$ cat config.mk
export PLATFORM = sky130hd
export DESIGN_NAME = imem_loader
export DESIGN_NICKNAME = d
export VERILOG_FILES = /design/src/rtl/imem_loader.sv
export SDC_FILE = /design/constraint.sdc
export NUM_CORES = 1
export LEC_CHECK = 0
export BUFFER_PORTS_ARGS = -buffer_cell sky130_fd_sc_hd__buf_4
export CAP_MARGIN = 25
export CORE_MARGIN = 10
export CORE_UTILIZATION = 47
export CTS_BUF_LIST = sky130_fd_sc_hd__clkbuf_16
export DETAILED_ROUTE_END_ITERATION = 8
export GPL_ROUTABILITY_DRIVEN = 0
export PLACE_DENSITY = 0.69
export SETUP_SLACK_MARGIN = 0.3
export SLEW_MARGIN = 20
export SYNTH_ARGS = -nofsm -noshare
export SYNTH_HDL_FRONTEND = slang
export SYNTH_SLANG_ARGS = --single-unit
$ cat constraint.sdc
create_clock -name clk -period 3.25 [get_ports clk]
set_clock_uncertainty 0.2 [all_clocks]
set_input_delay 0.1625 -clock clk [delete_from_list [all_inputs] [get_ports clk]]
set_output_delay 0.1625 -clock clk [all_outputs]
set_load 0.005 [all_outputs]
$ cat src/rtl/imem_loader.sv
// imem_loader: runtime program loader that writes into the instruction memory.
//
// It receives a framed byte stream:
//   SYNC_BYTE, N[15:8], N[7:0], N words of 4 bytes each (MSB first), CHK.
// CHK is the XOR of all 4N data bytes.
// Words are written to consecutive word addresses, starting at 0.
// cpu_hold stays high for the whole load. It also stays high after a failed
// load, so a partial program never runs.
//
// Ports:
//   clk          system clock, rising edge
//   rst          asynchronous reset, active-high
//   start        one-cycle pulse; begins a load when not busy
//   rx_data      stream byte
//   rx_valid     rx_data valid
//   rx_ready     loader accepts a byte (transfer = rx_valid & rx_ready)
//   imem_we      instruction memory write enable, one pulse per word
//   imem_addr    word address (index), zero-extended to 32 bits
//   imem_wdata   assembled instruction
//   cpu_hold     keep the CPU in reset while high
//   busy         load in progress
//   done         last load completed OK (level)
//   error        last load failed (level)
//   words_loaded number of words written in the current or last load
module imem_loader #(
  parameter int          ADDR_W    = 8,
  parameter logic [7:0]  SYNC_BYTE = 8'hA5
) (
  input  logic              clk,
  input  logic              rst,
  input  logic              start,
  input  logic [7:0]        rx_data,
  input  logic              rx_valid,
  output logic              rx_ready,
  output logic              imem_we,
  output logic [31:0]       imem_addr,
  output logic [31:0]       imem_wdata,
  output logic              cpu_hold,
  output logic              busy,
  output logic              done,
  output logic              error,
  output logic [ADDR_W:0]   words_loaded
);

  localparam logic [3:0] S_IDLE   = 4'd0;
  localparam logic [3:0] S_SYNC   = 4'd1;
  localparam logic [3:0] S_CNT_HI = 4'd2;
  localparam logic [3:0] S_CNT_LO = 4'd3;
  localparam logic [3:0] S_DATA   = 4'd4;
  localparam logic [3:0] S_WRITE  = 4'd5;
  localparam logic [3:0] S_CHK    = 4'd6;
  localparam logic [3:0] S_DONE   = 4'd7;
  localparam logic [3:0] S_ERR    = 4'd8;

  // Largest legal word count. The memory holds exactly 2^ADDR_W words.
  localparam logic [16:0] MAX_WORDS = 17'd1 << ADDR_W;

  logic [3:0]      state_q, state_d;
  logic            rx_ready_q, rx_ready_d;
  logic            imem_we_q, imem_we_d;
  logic [31:0]     imem_addr_q, imem_addr_d;
  logic [31:0]     imem_wdata_q, imem_wdata_d;
  logic            cpu_hold_q, cpu_hold_d;
  logic            busy_q, busy_d;
  logic            done_q, done_d;
  logic            error_q, error_d;
  logic [ADDR_W:0] words_q, words_d;
  logic [7:0]      chk_q, chk_d;
  logic [15:0]     cnt_q, cnt_d;
  logic [23:0]     word_q, word_d;     // first three bytes of the current word
  logic [1:0]      byte_idx_q, byte_idx_d;

  logic            xfer;
  logic [15:0]     n_full;
  logic [16:0]     words_inc;

  // rx_ready is registered and reflects the current state, so a transfer
  // can be decoded from the registered copy without a combinational path.
  assign xfer      = rx_valid & rx_ready_q;
  assign n_full    = {cnt_q[15:8], rx_data};
  assign words_inc = 17'(words_q) + 17'd1;

  always_comb begin
    state_d      = state_q;
    imem_we_d    = 1'b0;
    imem_addr_d  = imem_addr_q;
    imem_wdata_d = imem_wdata_q;
    cpu_hold_d   = cpu_hold_q;
    busy_d       = busy_q;
    done_d       = done_q;
    error_d      = error_q;
    words_d      = words_q;
    chk_d        = chk_q;
    cnt_d        = cnt_q;
    word_d       = word_q;
    byte_idx_d   = byte_idx_q;

    case (state_q)
      S_IDLE, S_DONE, S_ERR: begin
        if (start) begin
          state_d    = S_SYNC;
          done_d     = 1'b0;
          error_d    = 1'b0;
          words_d    = '0;
          chk_d      = 8'h00;
          busy_d     = 1'b1;
          cpu_hold_d = 1'b1;
        end
      end
      S_SYNC: begin
        if (xfer) begin
          if (rx_data == SYNC_BYTE) begin
            state_d = S_CNT_HI;
          end else begin
            state_d = S_ERR;
            error_d = 1'b1;
            busy_d  = 1'b0;
          end
        end
      end
      S_CNT_HI: begin
        if (xfer) begin
          cnt_d[15:8] = rx_data;
          state_d     = S_CNT_LO;
        end
      end
      S_CNT_LO: begin
        if (xfer) begin
          cnt_d = n_full;
          if ({1'b0, n_full} > MAX_WORDS) begin
            state_d = S_ERR;
            error_d = 1'b1;
            busy_d  = 1'b0;
          end else if (n_full == 16'd0) begin
            state_d = S_CHK;
          end else begin
            state_d    = S_DATA;
            byte_idx_d = 2'd0;
          end
        end
      end
      S_DATA: begin
        if (xfer) begin
          word_d     = {word_q[15:0], rx_data};
          chk_d      = chk_q ^ rx_data;
          byte_idx_d = byte_idx_q + 2'd1;
          if (byte_idx_q == 2'd3) begin
            // The fourth byte completes the word. The write is issued from
            // the registered outputs during the one-cycle WRITE state.
            state_d      = S_WRITE;
            imem_we_d    = 1'b1;
            imem_addr_d  = 32'(words_q);
            imem_wdata_d = {word_q, rx_data};
          end
        end
      end
      S_WRITE: begin
        words_d = words_q + (ADDR_W + 1)'(1);
        if (words_inc == {1'b0, cnt_q}) begin
          state_d = S_CHK;
        end else begin
          state_d = S_DATA;
        end
      end
      S_CHK: begin
        if (xfer) begin
          busy_d = 1'b0;
          if (rx_data == chk_q) begin
            state_d    = S_DONE;
            done_d     = 1'b1;
            cpu_hold_d = 1'b0;
          end else begin
            state_d = S_ERR;
            error_d = 1'b1;
          end
        end
      end
      default: state_d = S_IDLE;
    endcase

    rx_ready_d = (state_d == S_SYNC)   || (state_d == S_CNT_HI) ||
                 (state_d == S_CNT_LO) || (state_d == S_DATA)   ||
                 (state_d == S_CHK);
  end

  always_ff @(posedge clk or posedge rst) begin
    if (rst) begin
      state_q      <= S_IDLE;
      rx_ready_q   <= 1'b0;
      imem_we_q    <= 1'b0;
      imem_addr_q  <= '0;
      imem_wdata_q <= '0;
      cpu_hold_q   <= 1'b0;
      busy_q       <= 1'b0;
      done_q       <= 1'b0;
      error_q      <= 1'b0;
      words_q      <= '0;
      chk_q        <= 8'h00;
      cnt_q        <= 16'h0000;
      word_q       <= '0;
      byte_idx_q   <= 2'd0;
    end else begin
      state_q      <= state_d;
      rx_ready_q   <= rx_ready_d;
      imem_we_q    <= imem_we_d;
      imem_addr_q  <= imem_addr_d;
      imem_wdata_q <= imem_wdata_d;
      cpu_hold_q   <= cpu_hold_d;
      busy_q       <= busy_d;
      done_q       <= done_d;
      error_q      <= error_d;
      words_q      <= words_d;
      chk_q        <= chk_d;
      cnt_q        <= cnt_d;
      word_q       <= word_d;
      byte_idx_q   <= byte_idx_d;
    end
  end

  assign rx_ready     = rx_ready_q;
  assign imem_we      = imem_we_q;
  assign imem_addr    = imem_addr_q;
  assign imem_wdata   = imem_wdata_q;
  assign cpu_hold     = cpu_hold_q;
  assign busy         = busy_q;
  assign done         = done_q;
  assign error        = error_q;
  assign words_loaded = words_q;

endmodule

==> qor.yml, run 1 <==
setup_viol: 0
fmax_mhz: 373
layout_commonest_cell: "nand2_1"
start_util_pct: 47.8
post-place-ws_ns: 0.566
cts.sinks: 110
crit_fanout: 32
portBuffers: 67
fin_area_sq_um: 6130
rsz0062_at_grt: "false"
postCtsSetupRepairBufs: 0
hold_viol: 0
drt_wl_total_mm: 11.3
final.min_clock_period_ns: 2.68
period_share_pct: 82.4
drt_first_pass_iters: 4
peakVddDrop_mv: 0.268
multi_input_area_sq_um: 2180
ys_ff_latch: 110
layout_common_cells: "nand2_1 (115), dfrtp_1 (110), buf_4 (71)"
hpwlAfterDp_mm: 8.00
seq_area_sq_um: 2750
cts_tree: "yes"
drc_errors: 0
endpoint_kind: "flop"
worstReg2RegStart: "state_q[0]"
worstSkewPairLatency_ns: 0.35
grt_max_degree: 111
gr-total-overflow: 0
cts_buffers: 9
worstMarginPinSlew_ns: 0.906
yosysWarnings: 0
dr.first_iter.drc_count: 177
htree_levels: 3
dieWidth_microns: 125
yosysUniqueCellTypes: 55
slew_headroom_pct: 39.6
grt_pass1_vias: 3830
start_kind: "flop"
crit_type: "reg -> reg"
hp-start: "rx_valid"
insertedDiodeCount: 0
post_drt_wl_per_cell_microns: 15.8
antenna_found_initial: 0
regToRegEndpoint: "imem_wdata[5]"
hold_class: "in -> reg"
worstHoldEndpoint: "cnt_q[9]"
leakage_nw: 3.16
r2r_slack_ns: 0.57
dieArea_sq_um: 15600
viasPerCell: 5.31
grt_usage_pct: 14.6
drv_slew: 0
hold_depth: 5
avgSynthCellArea_sq_um: 10.3
clkTransAtPathRegs_ns: 0.07
rows: 38
timing.final.ws_setup_ns: 0.570
syn-cell-area_sq_um: 5160
max_cap_violations: 0
drive_gt1_share_pct: 18.9
cp_data_required_time_ns: 3.28
worstRegToRegCells: 5
arrival_ns: 2.71
synthCells: 502
yosysSeqAreaShare_pct: 53.3
cts_hold_buffers: 10
n_fill_cell: 948
status: "complete, no violations"
num_io_pins: 91
finish.net_count: 585
via_count: 3801
power_density_nw_per_um2: 493
areaGrowthSynthToFinish_pct: 18.6
p_total_w: 0.00302
ant_nets: 0
tns_ns: 0
placed_area_sq_um: 5720
grt_pass1_wl_mm: 19.3
coreArea_sq_um: 10800
cts_resized: 0
fp.dieH_microns: 125
clockBufferDepth: 2
cts-root-buf: "clkbuf_16"
## kinds of logic (layout without fill, tap and decap cells)
kind of cell / Yosys count / count (layout) / share of synthesized area, %
adders and majority gates: 2 / 2 / 0.485
muxes: 50 / 50 / 11.0
and+or+nand+nor: 195 / 195 / 17.7
other: 1 / 23 / 0.0726
xor gates and xnor gates: 23 / 23 / 3.90
buffers and inverters: 57 / 109 / 6.08
DFF: 110 / 110 / 53.3
AOI/OAI and AO/OA: 64 / 64 / 7.46
## critical path: stages (launching register included)
cell	delay, ns
dfrtp_1	0.52
or4b_1	0.79
nor2_4	0.17
nand2_2	0.26
buf_12	0.28
mux2_1	0.32
## worst max path at each step
stage,to,startpoint,slack [ns]
final,imem_wdata[5],state_q[0],0.57
after global routing,imem_wdata[26],state_q[2],0.44
after CTS,imem_wdata[25],state_q[0],0.57
after detailed placement,imem_wdata[25],state_q[0],0.57
after global placement,imem_wdata[1],state_q[0],0.67
after floorplan,rx_ready,cnt_q[10],0.87
## cells in the mapped netlist (all sizes together)
cell	number	area share, %
nor4b	1	0.17
o31ai	6	0.87
o211ai	1	0.15
nor4	3	0.36
o21ai	34	3.3
xnor2	13	2.2
nand3b	1	0.15
nand2	116	8.5
nand4	5	0.61
o21bai	1	0.15
dfrtp	110	53
a2bb2oi	1	0.17
or2	2	0.24
nand2b	7	0.85
nor4bb	1	0.19
and4	2	0.34
or4	5	0.87
and3	4	0.48
a31oi	3	0.36
nor3	7	0.78
and2	2	0.24
o221ai	1	0.17
clkbuf	12	0.87
a41oi	2	0.34
a211oi	1	0.15
a21oi	9	1.0
xor2	10	1.7
nand3	10	0.97
or4b	1	0.19
nor2	19	1.7
a22o	1	0.17
or3	5	0.61
inv	10	0.73
nand4b	1	0.17
conb	1	0.073
mux2i	1	0.19
a22oi	1	0.15
ha	2	0.48
mux2	49	11
a311oi	1	0.17
o21a	1	0.15
nor2b	3	0.36
o41ai	1	0.17
buf	35	4.5
## final cells by class
cell class                      count  area share [%]
Tap cell                          140            2.86
Clock buffer                        9            3.68
Multi-Input combinational cell    357            35.6
Inverter                           10           0.674
Timing Repair Buffer               83            11.0
Clock inverter                      7            1.29
Sequential cell                   110            44.9
## routing by layer
layer	vias up	GRT usage, %	wire, microns
li1	1806	-	-
met1	1849	18.1	4960
met2	125	23.7	5450
met3	21	3.53	649
met4	0	6.17	256
met5	-	0	0
## report_power, final
part           switching [W]  total (W)  internal [W]  leakage [nW]
Clock               0.000536    0.00108      0.000546         0.148
Sequential         0.0000824    0.00152       0.00144          1.51
Combinational       0.000228   0.000418      0.000191          1.51
## registers in the layout, summed over array words and instances, names as in the netlist
register and flops:
imem_we 1, byte_idx_q 2, state_q 4, imem_addr 9, error 1, busy 1, cnt_q 16, words_loaded 9
done 1, rx_ready 1, chk_q 8, cpu_hold 1, word_q 24, imem_wdata 32
## stage by stage
stage / utilization [%] / hold WS [ns] / instances
CTS: 56.8 / 0.157 / 716
global route: 56.8 / 0.201 / 716
detailed placement: 53.0 / 0.181 / 690
global placement: 53.0 / 0.176 / 690
floorplan: - / 0.0679 / 524
finish: 56.8 / 0.171 / 716
No activity file was read; power rests on OpenSTA's default activity.
==> run 2: changes to the inputs <==
--- a/config.mk
+++ b/config.mk
@@ -5,6 +5,7 @@
 export SDC_FILE = /design/constraint.sdc
 export NUM_CORES = 1
 export LEC_CHECK = 0
+export ABC_AREA = 1
 export BUFFER_PORTS_ARGS = -buffer_cell sky130_fd_sc_hd__buf_4
 export CAP_MARGIN = 25
 export CORE_MARGIN = 10
@@ -12,7 +13,7 @@
 export CTS_BUF_LIST = sky130_fd_sc_hd__clkbuf_16
 export DETAILED_ROUTE_END_ITERATION = 8
 export GPL_ROUTABILITY_DRIVEN = 0
-export PLACE_DENSITY = 0.69
+export PLACE_DENSITY = 0.68
 export SETUP_SLACK_MARGIN = 0.3
 export SLEW_MARGIN = 20
 export SYNTH_ARGS = -nofsm -noshare
==> constraint.sdc (replaced) <==
create_clock -name clk -period 2.21 [get_ports clk]
set_clock_uncertainty 0.2 [all_clocks]
set_input_delay 0.1105 -clock clk [delete_from_list [all_inputs] [get_ports clk]]
set_output_delay 0.1105 -clock clk [all_outputs]
set_load 0.005 [all_outputs]
==> qor.yml, run 2 <==
endpoint_kind: "flop"
layout_commonest_cell: "nand2_1"
areaGrowthSynthToFinish_pct: 25.3
critPathMaxStageDelay_ns: 0.40  # -0.39 ns
cts_hold_buffers: 25  # +15
grt_max_degree: 67  # -40%
ant_nets: 0  # unchanged
setup_viol: 0  # unchanged
fp.dieH_microns: 125  # +0.46%
yosysMostFrequentCell: "nand2_1"
hold_viol: 1  # +1
async_flop_share_pct: 100  # unchanged
cts_buffers: 9  # unchanged
crit_slowest_cell: "dfrtp_2"
wl_met3_microns: 752  # +16%
coreArea_sq_um: 10800  # +0.44%
clkTransAtPathRegs_ns: 0.07  # about the same
hold_class: "in -> reg"
wl_met1_mm: 5.91  # +19%
tns_ns: 0  # unchanged
drt_wl_total_mm: 13.3  # +17%
worstSkewPairLatency_ns: 0.34  # about the same
viasPerCell: 5.06  # -4.6%
grt_usage_pct: 16.6  # +2.0 points
via_count: 4531  # +19%
synthCells: 649  # +29%
cts.sinks: 110  # unchanged
worstRegToRegCells: 13  # +8
start_kind: "flop"
yosysSeqAreaShare_pct: 52.7  # -0.57 points
crit_fanout: 5  # -84%
synth_area_leaders: "dfrtp_1 (53%), nand2_1 (15%), o21ai_0 (5.8%)"
dieArea_sq_um: 15700  # +0.92%
num_io_pins: 91  # unchanged
violations: "hold timing"
dr_wl_met2_mm: 6.44  # +18%
p_total_w: 0.00706  # +130%
post_drt_wl_per_cell_microns: 14.8  # -6.1%
synth.top_cell.area_share_pct: 52.7  # -0.57 points
peakVddDrop_mv: 0.517  # +93%
crit_path_frequent_cell: "nand2_1"
dieWidth_microns: 125  # +0.46%
status: "finished with violations"
largest_reg_flops: 32  # unchanged
gr-total-overflow: 0  # unchanged
rsz0062_at_grt: "true"
holdWs_ns: -0.0225  # -0.194 ns
period_share_pct: 85.7  # +3.2 points
drt_first_pass_iters: 6  # +2
drive_gt1_share_pct: 18.8  # -0.12 points
cts_tree: "yes"
synth_edf_count: 0  # unchanged
syn-cell-area_sq_um: 5220  # +1.1%
clockBufferDepth: 2  # unchanged
hpwlAfterDp_mm: 9.44  # +18%
portBuffers: 67  # unchanged
finish.net_count: 765  # +31%
layout_common_cells: "nand2_1 (199), dfrtp_1 (104), buf_4 (78)"
leakage_nw: 3.32  # +5.0%
path_cells: "buf_4 -> inv_1 -> nor2_2 -> nand2_1 -> nand3_1 -> nand2_1 -> inv_1 -> nand2_1 -> nor2_1 -> nand3_1 -> nand2_1 -> nor2_1 -> nor2_1"
yosysWarnings: 0  # unchanged
power_density_nw_per_um2: 1080  # +120%
drc_errors: 0  # unchanged
insertedDiodeCount: 0  # unchanged
htree_levels: 3  # unchanged
max_cap_violations: 0  # unchanged
arrival_ns: 1.97  # -0.74 ns
rows: 38  # unchanged
drv_slew: 0  # unchanged
grt_pass1_vias: 4421  # +15%
start_util_pct: 48.2  # +0.31 points
final.min_clock_period_ns: 1.89  # -0.786 ns
synth_common_cells: "nand2_1 (204), dfrtp_1 (110), inv_1 (75), o21ai_0 (61), nor2_1 (44)"
cts-root-buf: "clkbuf_16"
crit_type: "reg -> reg"
yosys.area.top_type: "dfrtp_1"
yosysUniqueCellTypes: 30  # -45%
antenna_found_initial: 0  # unchanged
ys.flop_type: "dfrtp_1"
top_layer: "met4"
dr.first_iter.drc_count: 431  # +140%
hold_depth: 3  # -2
cp_data_required_time_ns: 2.29  # -0.99 ns
fmax_mhz: 528  # +41%
grt_pass1_wl_mm: 22.2  # +15%
avgSynthCellArea_sq_um: 8.04  # -22%
ys_ff_latch: 110  # unchanged
## run 2: cell count changes after synthesis, moves of 13 or more
cell,change
xnor2_1,-13
o21ai_0,+57
mux2_1,-41
nand3_1,+25
inv_1,+68
nor2_1,+27
nand2_1,+89
## run 2: kinds of logic after synthesis
group                    count (synthesis)  share of synthesized area, %
AO/OA/AOI/OAI                          107                          10.9
adder cells (fa/ha/maj)                  2                         0.479
buffers and inverters                  119                          10.8
flip-flops                             110                          52.7
other                                    1                        0.0718
AND/OR/NAND/NOR                        310                          25.0
## run 2: per-stage QoR
stage	worst slack (ns)	instance area (sq um)	hold slack, ns	instances	utilization [%]
floorplan	0.461	5310	0.0315	671	-
global placement	0.245	5810	-0.0483	850	53.6
detailed placement	0.153	5810	-0.0349	850	53.6
CTS	0.261	6400	0.0271	891	59.1
global route	0.199	6540	-0.0113	895	60.3
finish	0.316	6540	-0.0225	895	60.3
## run 2: worst paths after layout
check,startpoint,to,slack (ns)
min in group asynchronous,rst,imem_wdata[13],0.14
worst min register to register,word_q[13],word_q[21],0.28
worst max-delay path,words_loaded[0],rx_ready,0.32
worst max register to register,words_loaded[0],rx_ready,0.32
max in group asynchronous,rst,words_loaded[0],0.96
worst min-delay path,rx_valid,state_q[0],-0.02
## run 2: cell type report
class	instances	area (sq um)
tap	140	175
inverter	81	312
fill	982	4300
clock buffer	9	225
clock inverter	6	87.6
sequential	110	2760
multi-input combinational	442	2080
timing repair buffer	107	898
## run 2: where the power goes
group	switching, W	total [W]	internal, W
registers	0.000411	0.00301	0.00260
clock network	0.000739	0.00173	0.000993
logic	0.00137	0.00232	0.000947
total	0.00252	0.00706	0.00454
## run 2: routing by layer
metal | global-route usage, % | up-vias
li1 | - | 2221
met1 | 22.2 | 2149
met2 | 26.4 | 147
met3 | 3.17 | 14
met4 | 5.76 | 0
met5 | 0 | -
## run 2: worst max-delay path, delay by kind of cell, from the launching register on
family        cells  cell delay (ns)
simple gates     10             0.93
buf+inv           3             0.30
flops             1             0.40
## run 2: what timing repair did
| item | CTS | global route |
|---|---|---|
| setup buffers | 1 | 4 |
| pin swaps | 0 | 3 |
| hold endpoints to repair | 51 | 1 |
| resized for setup | 4 | 36 |
| setup endpoints to repair | 11 | 27 |
==> run 3: changes to the inputs <==
--- a/config.mk
+++ b/config.mk
@@ -13,7 +13,7 @@
 export CTS_BUF_LIST = sky130_fd_sc_hd__clkbuf_16
 export DETAILED_ROUTE_END_ITERATION = 8
 export GPL_ROUTABILITY_DRIVEN = 0
-export PLACE_DENSITY = 0.68
+export PLACE_DENSITY = 0.66
 export SETUP_SLACK_MARGIN = 0.3
 export SLEW_MARGIN = 20
 export SYNTH_ARGS = -nofsm -noshare
==> constraint.sdc (replaced) <==
create_clock -name clk -period 2 [get_ports clk]
set_clock_uncertainty 0.2 [all_clocks]
set_input_delay 0.1 -clock clk [delete_from_list [all_inputs] [get_ports clk]]
set_output_delay 0.1 -clock clk [all_outputs]
set_load 0.005 [all_outputs]
==> qor.yml, run 3 (synthesis results as in run 2) <==
status: "finished with violations"
violations: "hold timing"
period_share_pct: 96.4  # +11 points
cts_hold_buffers: 27  # +8.0%
rows: 38  # unchanged
start_kind: "flop"
multi_input_area_sq_um: 2600  # +25%
hp-start: "rx_valid"
start_util_pct: 48.2  # unchanged
grt_usage_pct: 16.9  # +0.27 points
arrival_ns: 2.01  # +0.04 ns
worstReg2RegStart: "words_loaded[0]"
hpwlAfterDp_mm: 9.32  # -1.2%
seq_area_sq_um: 2760  # about the same
setup_viol: 0  # unchanged
cts_buffers: 9  # unchanged
post-place-ws_ns: 0.0105  # -0.143 ns
viasPerCell: 5.38  # +6.3%
grt_pass1_wl_mm: 22.3  # +0.44%
coreArea_sq_um: 10800  # unchanged
drt_wl_total_mm: 16.7  # +26%
worstRegToRegCells: 13  # unchanged
grt_pass1_vias: 4457  # +0.81%
regToRegEndpoint: "rx_ready"
final.min_clock_period_ns: 1.93  # +0.0349 ns
cp_data_required_time_ns: 2.09  # -0.20 ns
r2r_slack_ns: 0.07  # -0.24 ns
worstMarginPinSlew_ns: 0.583
dieArea_sq_um: 15700  # unchanged
fp.dieH_microns: 125  # unchanged
via_count: 5067  # +12%
hold_depth: 3  # unchanged
final_cells: 942  # +5.3%
worstHoldEndpoint: "state_q[0]"
cts.sinks: 110  # unchanged
drv_slew: 0  # unchanged
post_drt_wl_per_cell_microns: 17.7  # +20%
tns_ns: 0  # unchanged
hold_class: "in -> reg"
portBuffers: 67  # unchanged
drt_first_pass_iters: 6  # unchanged
crit_fanout: 5  # unchanged
dieWidth_microns: 125  # unchanged
slew_headroom_pct: 61.1
largest_reg_flops: 32  # unchanged
num_io_pins: 91  # unchanged
ant_nets: 0  # unchanged
fin_util_pct: 71.6  # +11 points
layout_commonest_cell: "nand2_1"
worstSkewPairLatency_ns: 0.35  # about the same
rsz0062_at_grt: "true"
clkTransAtPathRegs_ns: 0.08  # about the same
power_density_nw_per_um2: 1110  # +3.0%
dr.first_iter.drc_count: 541  # +26%
timing.final.ws_setup_ns: 0.0713  # -0.245 ns
peakVddDrop_mv: 0.523  # +0.99%
layout_common_cells: "nand2_1 (125), dfrtp_1 (105), buf_4 (87)"
clockBufferDepth: 2  # unchanged
fmax_mhz: 518  # -1.8%
placedCellCount: 853  # +0.35%
finish.net_count: 811  # +6.0%
n_fill_cell: 747  # -24%
holdWs_ns: -0.0270  # -0.00453 ns
hold_viol: 1  # unchanged
gr-total-overflow: 0  # unchanged
cts_tree: "yes"
htree_levels: 3  # unchanged
crit_type: "reg -> reg"
insertedDiodeCount: 0  # unchanged
max_cap_violations: 0  # unchanged
antenna_found_initial: 0  # unchanged
drive_gt1_share_pct: 37.8  # +19 points
cts-root-buf: "clkbuf_16"
drc_errors: 0  # unchanged
areaGrowthSynthToFinish_pct: 48.7
endpoint_kind: "flop"
leakage_nw: 3.88  # +17%
grt_max_degree: 111  # +66%
## run 3: layout make-up
type | instances | share of cell area, %
sequential | 110 | 35.5
timing repair buffer | 150 | 20.4
multi-input combinational | 443 | 33.5
inverter | 81 | 4.14
clock inverter | 7 | 1.03
clock buffer | 9 | 2.90
timing repair inverter | 2 | 0.193
tap | 140 | 2.26
## run 3: critical path, stage by stage (launching register included)
cell     delay, ns
dfrtp_2       0.46
ha_4          0.29
inv_4         0.04
nand2_2       0.04
nand2_1       0.04
nor2_1        0.08
nand3_1       0.09
nor2_1        0.09
nand2_1       0.05
nor2_1        0.10
nand3_1       0.12
nand2_1       0.12
nor2_1        0.05
nor2_1        0.08
## run 3: how the worst max path moves through the flow
stage	end	depth (start not counted)	startpoint
detailed placement	rx_ready	13	words_loaded[0]
floorplan	rx_ready	14	words_loaded[0]
finish	rx_ready	13	words_loaded[0]
CTS	rx_ready	13	words_loaded[0]
global placement	rx_ready	12	words_loaded[0]
global route	words_loaded[3]	9	state_q[1]
## run 3: routing by layer
layer | vias up | track usage, % | routed length, microns
met5 | - | 0 | 0
met1 | 2454 | 22.0 | 6810
met3 | 40 | 4.44 | 1210
li1 | 2324 | - | -
met2 | 249 | 26.5 | 8280
met4 | 0 | 6.03 | 398
## run 3: report_power, final
part / switching [W] / internal [W] / total (W)
clock network: 0.000891 / 0.000992 / 0.00188
logic: 0.00187 / 0.00142 / 0.00329
registers: 0.000586 / 0.00287 / 0.00345
total: 0.00335 / 0.00528 / 0.00863
## run 3: per-stage QoR
step / power, W / hold slack [ns] / area, sq um
final: 0.00863 / -0.0270 / 7760
after global routing: 0.00908 / -0.0197 / 7760
after CTS: 0.00784 / -0.0528 / 6680
after detailed placement: 0.00562 / 0.120 / 5850
after global placement: 0.00553 / 0.122 / 5850
after floorplan: 0.00482 / 0.0210 / 5320
## run 3: repair_timing
action / CTS / global route
hold endpoints to repair: 146 / 1
setup buffers: 11 / 15
setup endpoints to repair: 79 / 101
gates cloned: 2 / 18
gates resized for setup: 41 / 208
pin swaps: 5 / 19
